[config.mk]
export PLATFORM = sky130hd
export DESIGN_NAME = s_to_p_flat
export DESIGN_NICKNAME = d
export VERILOG_FILES = /design/src/rtl/s_to_p_if.sv /design/src/rtl/s_to_p.sv /design/src/flat_wrapper.sv
export SDC_FILE = /design/constraint.sdc
export NUM_CORES = 1
export LEC_CHECK = 0
export ABC_AREA = 1
export CORE_MARGIN = 3
export CORE_UTILIZATION = 49
export CTS_CLUSTER_SIZE = 10
export DETAILED_ROUTE_END_ITERATION = 6
export PLACE_DENSITY_LB_ADDON = 0.25
export SLEW_MARGIN = 20
export SYNTH_ARGS = -nofsm -noshare
export SYNTH_HDL_FRONTEND = slang
export SYNTH_SLANG_ARGS = --single-unit
[constraint.sdc]
create_clock -name clk -period 1.5 [get_ports clk]
set_clock_uncertainty 0.05 [all_clocks]
set_input_delay 0.45 -clock clk [delete_from_list [all_inputs] [get_ports clk]]
set_output_delay 0.45 -clock clk [all_outputs]
set_load 0.05 [all_outputs]
[src/rtl/s_to_p_if.sv]
// Serial-in / word-out bundle for the s_to_p deserializer.
// The slave side is the deserializer; the master side feeds bits and drains words.
interface s_to_p_if #(
    parameter int WIDTH = 4
);
    logic             din;
    logic             din_valid;
    logic             sof;
    logic [WIDTH-1:0] dout;
    logic             dout_valid;
    logic             dout_ready;
    logic             frame_err;
    logic             overrun;
    logic             ovr_clr;

    modport master (
        output din, din_valid, sof, dout_ready, ovr_clr,
        input  dout, dout_valid, frame_err, overrun
    );

    modport slave (
        input  din, din_valid, sof, dout_ready, ovr_clr,
        output dout, dout_valid, frame_err, overrun
    );
endinterface

[src/rtl/s_to_p.sv]
// Serial-to-parallel deserializer: rebuilds WIDTH-bit words from a strobed bit stream,
// holds each in a single-entry valid/ready register, and flags early-sof and overrun.
module s_to_p #(
    parameter int WIDTH     = 4,
    parameter bit LSB_FIRST = 1'b1
) (
    input logic     clk,
    input logic     rst,
    s_to_p_if.slave bus
);
    localparam int             CW       = $clog2(WIDTH) + 1;
    localparam logic [CW-1:0]  LAST_IDX = CW'(WIDTH - 1);
    localparam logic [WIDTH-1:0] ONE    = {{(WIDTH-1){1'b0}}, 1'b1};

    typedef enum logic {HUNT, ASSEMBLE} state_t;

    state_t           state, state_nxt;
    logic [CW-1:0]    count, count_nxt;
    logic [WIDTH-1:0] shreg, shreg_nxt;
    logic [WIDTH-1:0] dout_q;
    logic             dout_valid_q, frame_err_q, overrun_q;

    logic             start_word, shift_bit, early_sof;
    logic [CW-1:0]    idx, pos;
    logic [WIDTH-1:0] mask, base, word_nxt;
    logic             word_done, load, drop;

    // NOTE: sequential state uses non-blocking assignments so every flop samples pre-edge values.
    always_ff @(posedge clk or posedge rst) begin
        if (rst) state <= HUNT;
        else     state <= state_nxt;
    end

    // NOTE: every combinational output gets a default first so no latch is inferred.
    always_comb begin
        state_nxt = state;
        case (state)
            HUNT:     if (bus.din_valid && bus.sof) state_nxt = ASSEMBLE;
            ASSEMBLE: state_nxt = ASSEMBLE;
            default:  state_nxt = HUNT;
        endcase
    end

    always_comb begin
        start_word = 1'b0;
        shift_bit  = 1'b0;
        early_sof  = 1'b0;
        case (state)
            HUNT: start_word = bus.din_valid && bus.sof;
            ASSEMBLE: begin
                start_word = bus.din_valid && bus.sof;
                shift_bit  = bus.din_valid && !bus.sof;
                early_sof  = bus.din_valid && bus.sof && (count != '0);
            end
            default: ;
        endcase
    end

    // A sof always restarts the word at bit 0, discarding any partial contents.
    always_comb begin
        idx       = start_word ? '0 : count;
        pos       = LSB_FIRST ? idx : (LAST_IDX - idx);
        mask      = ONE << pos;
        base      = (idx == '0) ? '0 : shreg;
        word_nxt  = (base & ~mask) | ({WIDTH{bus.din}} & mask);
        word_done = shift_bit && (count == LAST_IDX);
        load      = word_done && (!dout_valid_q || bus.dout_ready);
        drop      = word_done && !load;

        count_nxt = count;
        shreg_nxt = shreg;
        if (start_word) begin
            count_nxt = CW'(1);
            shreg_nxt = word_nxt;
        end else if (shift_bit) begin
            count_nxt = word_done ? '0 : count + CW'(1);
            shreg_nxt = word_nxt;
        end
    end

    always_ff @(posedge clk or posedge rst) begin
        if (rst) begin
            count        <= '0;
            shreg        <= '0;
            dout_q       <= '0;
            dout_valid_q <= 1'b0;
            frame_err_q  <= 1'b0;
            overrun_q    <= 1'b0;
        end else begin
            count       <= count_nxt;
            shreg       <= shreg_nxt;
            frame_err_q <= early_sof;

            if (load) begin
                dout_q       <= word_nxt;
                dout_valid_q <= 1'b1;
            end else if (dout_valid_q && bus.dout_ready) begin
                dout_valid_q <= 1'b0;
            end

            // A drop in the same cycle as ovr_clr keeps the flag set.
            if (drop)             overrun_q <= 1'b1;
            else if (bus.ovr_clr) overrun_q <= 1'b0;
        end
    end

    assign bus.dout       = dout_q;
    assign bus.dout_valid = dout_valid_q;
    assign bus.frame_err  = frame_err_q;
    assign bus.overrun    = overrun_q;
endmodule

[src/flat_wrapper.sv]
// flat-port wrapper written by rule: the top's interface ports become plain ports
module s_to_p_flat 
#(
    parameter int WIDTH     = 4,
    parameter bit LSB_FIRST = 1'b1
)
  (clk, rst, bus_din, bus_din_valid, bus_sof, bus_dout_ready, bus_ovr_clr, bus_dout, bus_dout_valid, bus_frame_err, bus_overrun);
  s_to_p_if #(.WIDTH(WIDTH)) bus_i ();
  input logic clk;
  input logic rst;
  input wire logic [$bits(bus_i.din)-1:0] bus_din;
  input wire logic [$bits(bus_i.din_valid)-1:0] bus_din_valid;
  input wire logic [$bits(bus_i.sof)-1:0] bus_sof;
  input wire logic [$bits(bus_i.dout_ready)-1:0] bus_dout_ready;
  input wire logic [$bits(bus_i.ovr_clr)-1:0] bus_ovr_clr;
  output wire logic [$bits(bus_i.dout)-1:0] bus_dout;
  output wire logic [$bits(bus_i.dout_valid)-1:0] bus_dout_valid;
  output wire logic [$bits(bus_i.frame_err)-1:0] bus_frame_err;
  output wire logic [$bits(bus_i.overrun)-1:0] bus_overrun;
  assign bus_i.din = bus_din;
  assign bus_i.din_valid = bus_din_valid;
  assign bus_i.sof = bus_sof;
  assign bus_i.dout_ready = bus_dout_ready;
  assign bus_i.ovr_clr = bus_ovr_clr;
  assign bus_dout = bus_i.dout;
  assign bus_dout_valid = bus_i.dout_valid;
  assign bus_frame_err = bus_i.frame_err;
  assign bus_overrun = bus_i.overrun;
  s_to_p #(.WIDTH(WIDTH), .LSB_FIRST(LSB_FIRST)) u_core (.clk(clk), .rst(rst), .bus(bus_i));
endmodule
==> run_results.csv, run 1 <==
group,metric,value,unit
synthesis,yosysTopAreaCellShare,50.6,%
synthesis,synth-seq-cells,15,
finish,layout-drive-gt1-share,25.4,%
critical_path,r2r-end,"u_core.count[0]",
critical_path,r2r-start,"u_core.count[0]",
detailed_routing,post_drt_wl_per_cell,11.2,µm
run_status,status,"completed",
floorplanning,die_h,44.9,µm
pwr,worst_ir_drop_vdd,0.000855,V
place,gp_congestion,0.849,
floorplanning,ios,14,
critical_path,cp.depth,6,
clocking,cts_tree,"done",
finish,n_antenna_cell,0,
pwr,p_leak,0.559,nW
timing,final-hold-violation-count,0,
detailed_routing,ant_nets,0,
finish,fin_nets,124,
critical_path,cp_slowest_stage_delay,0.44,ns
critical_path,crit_family,"simple AND/OR/NAND/NOR gates",
pwr,powerDensity,1250,nW/µm²
finish,finalInstanceArea,1060,µm²
synthesis,ys_seq_area_share,50.6,%
global_routing,antenna_found_initial,0,
global_routing,grt_max_degree,16,
clocking,clk_pin_slew_worst_paths,0.08,ns
critical_path,r2r_cells,5,
floorplanning,dieArea,2020,µm²
timing,rsz0062_at_grt,"yes",
timing,timing.fmax,0.687,GHz
critical_path,crit_fanout,7,
floorplanning,die_w,44.9,µm
global_routing,grt_pass1_vias,581,
critical_path,r2r_slack,0.21,ns
critical_path,critical_path.cell_chain,"clkdlybuf4s50_1, nand2_2, o21ai_2, or2_2, nand3_1, nand2_1",
clocking,tritoncts_num_sinks,15,
finish,multiInputGateArea,312,µm²
detailed_routing,route.detailed.drc,0,
place,portBuffers,13,
detailed_routing,viasPerCell,4.93,
critical_path,arrival,1.59,ns
clocking,h-tree-depth,1,
critical_path,crit_slowest_cell,"clkdlybuf4s50_1",
synthesis,syn-num-nets,97,
timing,period_share,97.1,%
place,hpwl,1120,µm
global_routing,grt_use_total,16.6,%
timing,drv_slew,0,
timing,setup_violations,0,
detailed_routing,vias,636,
critical_path,cp.required,1.63,ns
global_routing,overflow,0,
critical_path,endpoint,"u_core.shreg[2]",
finish,regArea,375,µm²
critical_path,end_kind,"register",
timing,fin_tns_setup,0,ns
floorplanning,core-area,1370,µm²
synthesis,synth_area_per_cell,8.43,µm²
synthesis,synth_largest_area_cell,"dfrtp_1",
finish,nFillCells,96,
critical_path,cp_num_buf_inv,1,
detailed_routing,routed_wl,1440,µm
timing,slew_headroom,81.0,%
clocking,cts_buffers,3,
job,drv_cap,0,
floorplanning,initial_core_util,54.3,%
synthesis,ys_warn_count,0,
min_path,min_path_type,"in -> async",
synthesis,synthCells,88,
synthesis,syn_area,742,µm²
clocking,clkLatencyLatePin,0.28,ns
detailed_routing,drtIter0Drc,18,
place,dpl_cell_area,1030,µm²
global_routing,grt_pass1_wl,2430,µm
clocking,cts_buffer_depth,2,
timing,period_needed,1.46,ns
floorplanning,fp-row-count,13,
synthesis,ys_types,18,
timing,worst_pin_slew,0.283,ns
finish,final_common_cell,"nand2_1",
critical_path,crit_type,"in -> reg",
clocking,cts_root_buf,"clkbuf_4",
finish,final_cell_mix,"nand2_1, inv_1, dfrtp_1, buf_4",
synthesis,synthTopCellsByArea,"dfrtp_1, nand2_1, inv_1",
critical_path,crit_start,"bus_din_valid",
critical_path,cp-start-kind,"input port",
finish,area_delta_synth_final,42.8,%
detailed_routing,first_pass_iters,4,
## state kept, by name, summed over array words and instances, names as in the netlist
| name | count |
|---|---|
| u_core.bus.dout | 4 |
| u_core.count | 3 |
| u_core.shreg | 4 |
| u_core.bus.dout_valid | 1 |
| u_core.bus.overrun | 1 |
| u_core.bus.frame_err | 1 |
| u_core.state | 1 |
## logic make-up after synthesis
kind of cell | share of synthesized area [%]
buf+inv | 8.09
fa+ha+maj | 3.37
compound gates | 8.43
flops | 50.6
simple gates | 29.5
## layer usage
layer	global-route usage, %	part of all wire, %	vias up
met1	21.7	46	285
met3	4.78	5.7	3
li1	-	-	334
met2	26.6	47	14
met5	0	0	-
met4	5.26	1.3	0
## worst register-to-register path, delay by kind of cell, from the launching register on
kind                     cells  cell delay [ns]
flip-flops                   1             0.45
AO/OA/AOI/OAI                1             0.08
AND/OR/NAND/NOR              2             0.19
buffers and inverters        1             0.17
adder cells (fa/ha/maj)      1             0.25
## metrics by stage
step                setup slack, ns  power [mW]  utilization (%)  instances  hold WS [ns]
finish                       0.0435        1.33             77.6        129         0.413
global route               -0.00147        1.40             77.6        129         0.438
CTS                          0.0785        1.34             77.2        129         0.413
detailed placement           -0.232        1.11             75.3        125         0.413
global placement             -0.204        1.09             75.3        125         0.407
floorplan                     0.223       0.825                -         88         0.301
## worst min-delay path by stage
stage | cells after the start | start | to | slack, ns
2_1_floorplan | 1 | rst | u_core.bus.dout[0] | 0.30
3_3_place_gp | 2 | u_core.shreg[1] | u_core.shreg[1] | 0.41
3_5_place_dp | 2 | u_core.shreg[2] | u_core.shreg[2] | 0.41
4_1_cts | 3 | rst | u_core.count[1] | 0.41
5_1_grt | 3 | rst | u_core.count[1] | 0.44
6_report | 3 | rst | u_core.bus.dout[0] | 0.41
## power by group
| part | internal [mW] | switching (mW) |
|---|---|---|
| Clock | 0.103 | 0.124 |
| Combinational | 0.259 | 0.292 |
| Sequential | 0.477 | 0.0709 |
| Total | 0.840 | 0.487 |
## cell type report
type / count / share of cell area (%)
flip-flops and latches: 15 / 35.4
multi-input cells: 57 / 29.4
repair buffers: 22 / 25.3
inverters: 16 / 5.67
clock buffers: 4 / 2.48
well taps: 15 / 1.77
## cells in the mapped netlist
cell type  instances
a211oi_1           1
dfrtp_1           15
a21bo_2            1
or2_2              1
o21ai_2            1
inv_1             15
nand4_4            1
o22ai_1            2
inv_2              1
nand3_1            7
nor2_4             1
a31o_2             1
nand2_2            1
nand2_1           31
o21ai_0            3
nor2_1             1
nand4_1            3
ha_1               2
## what timing repair did
item	in CTS	in global routing
hold buffers	0	0
resized for setup	0	2
setup endpoints to repair	0	4
setup buffers	0	0
Power figures use the tool's default switching activity.
==> run 2, diff against run 1 <==
- CTS_CLUSTER_SIZE: 10 -> unset
==> results of run 2 <==
No change in the layout: final DEF, timing and power equal those of run 1.
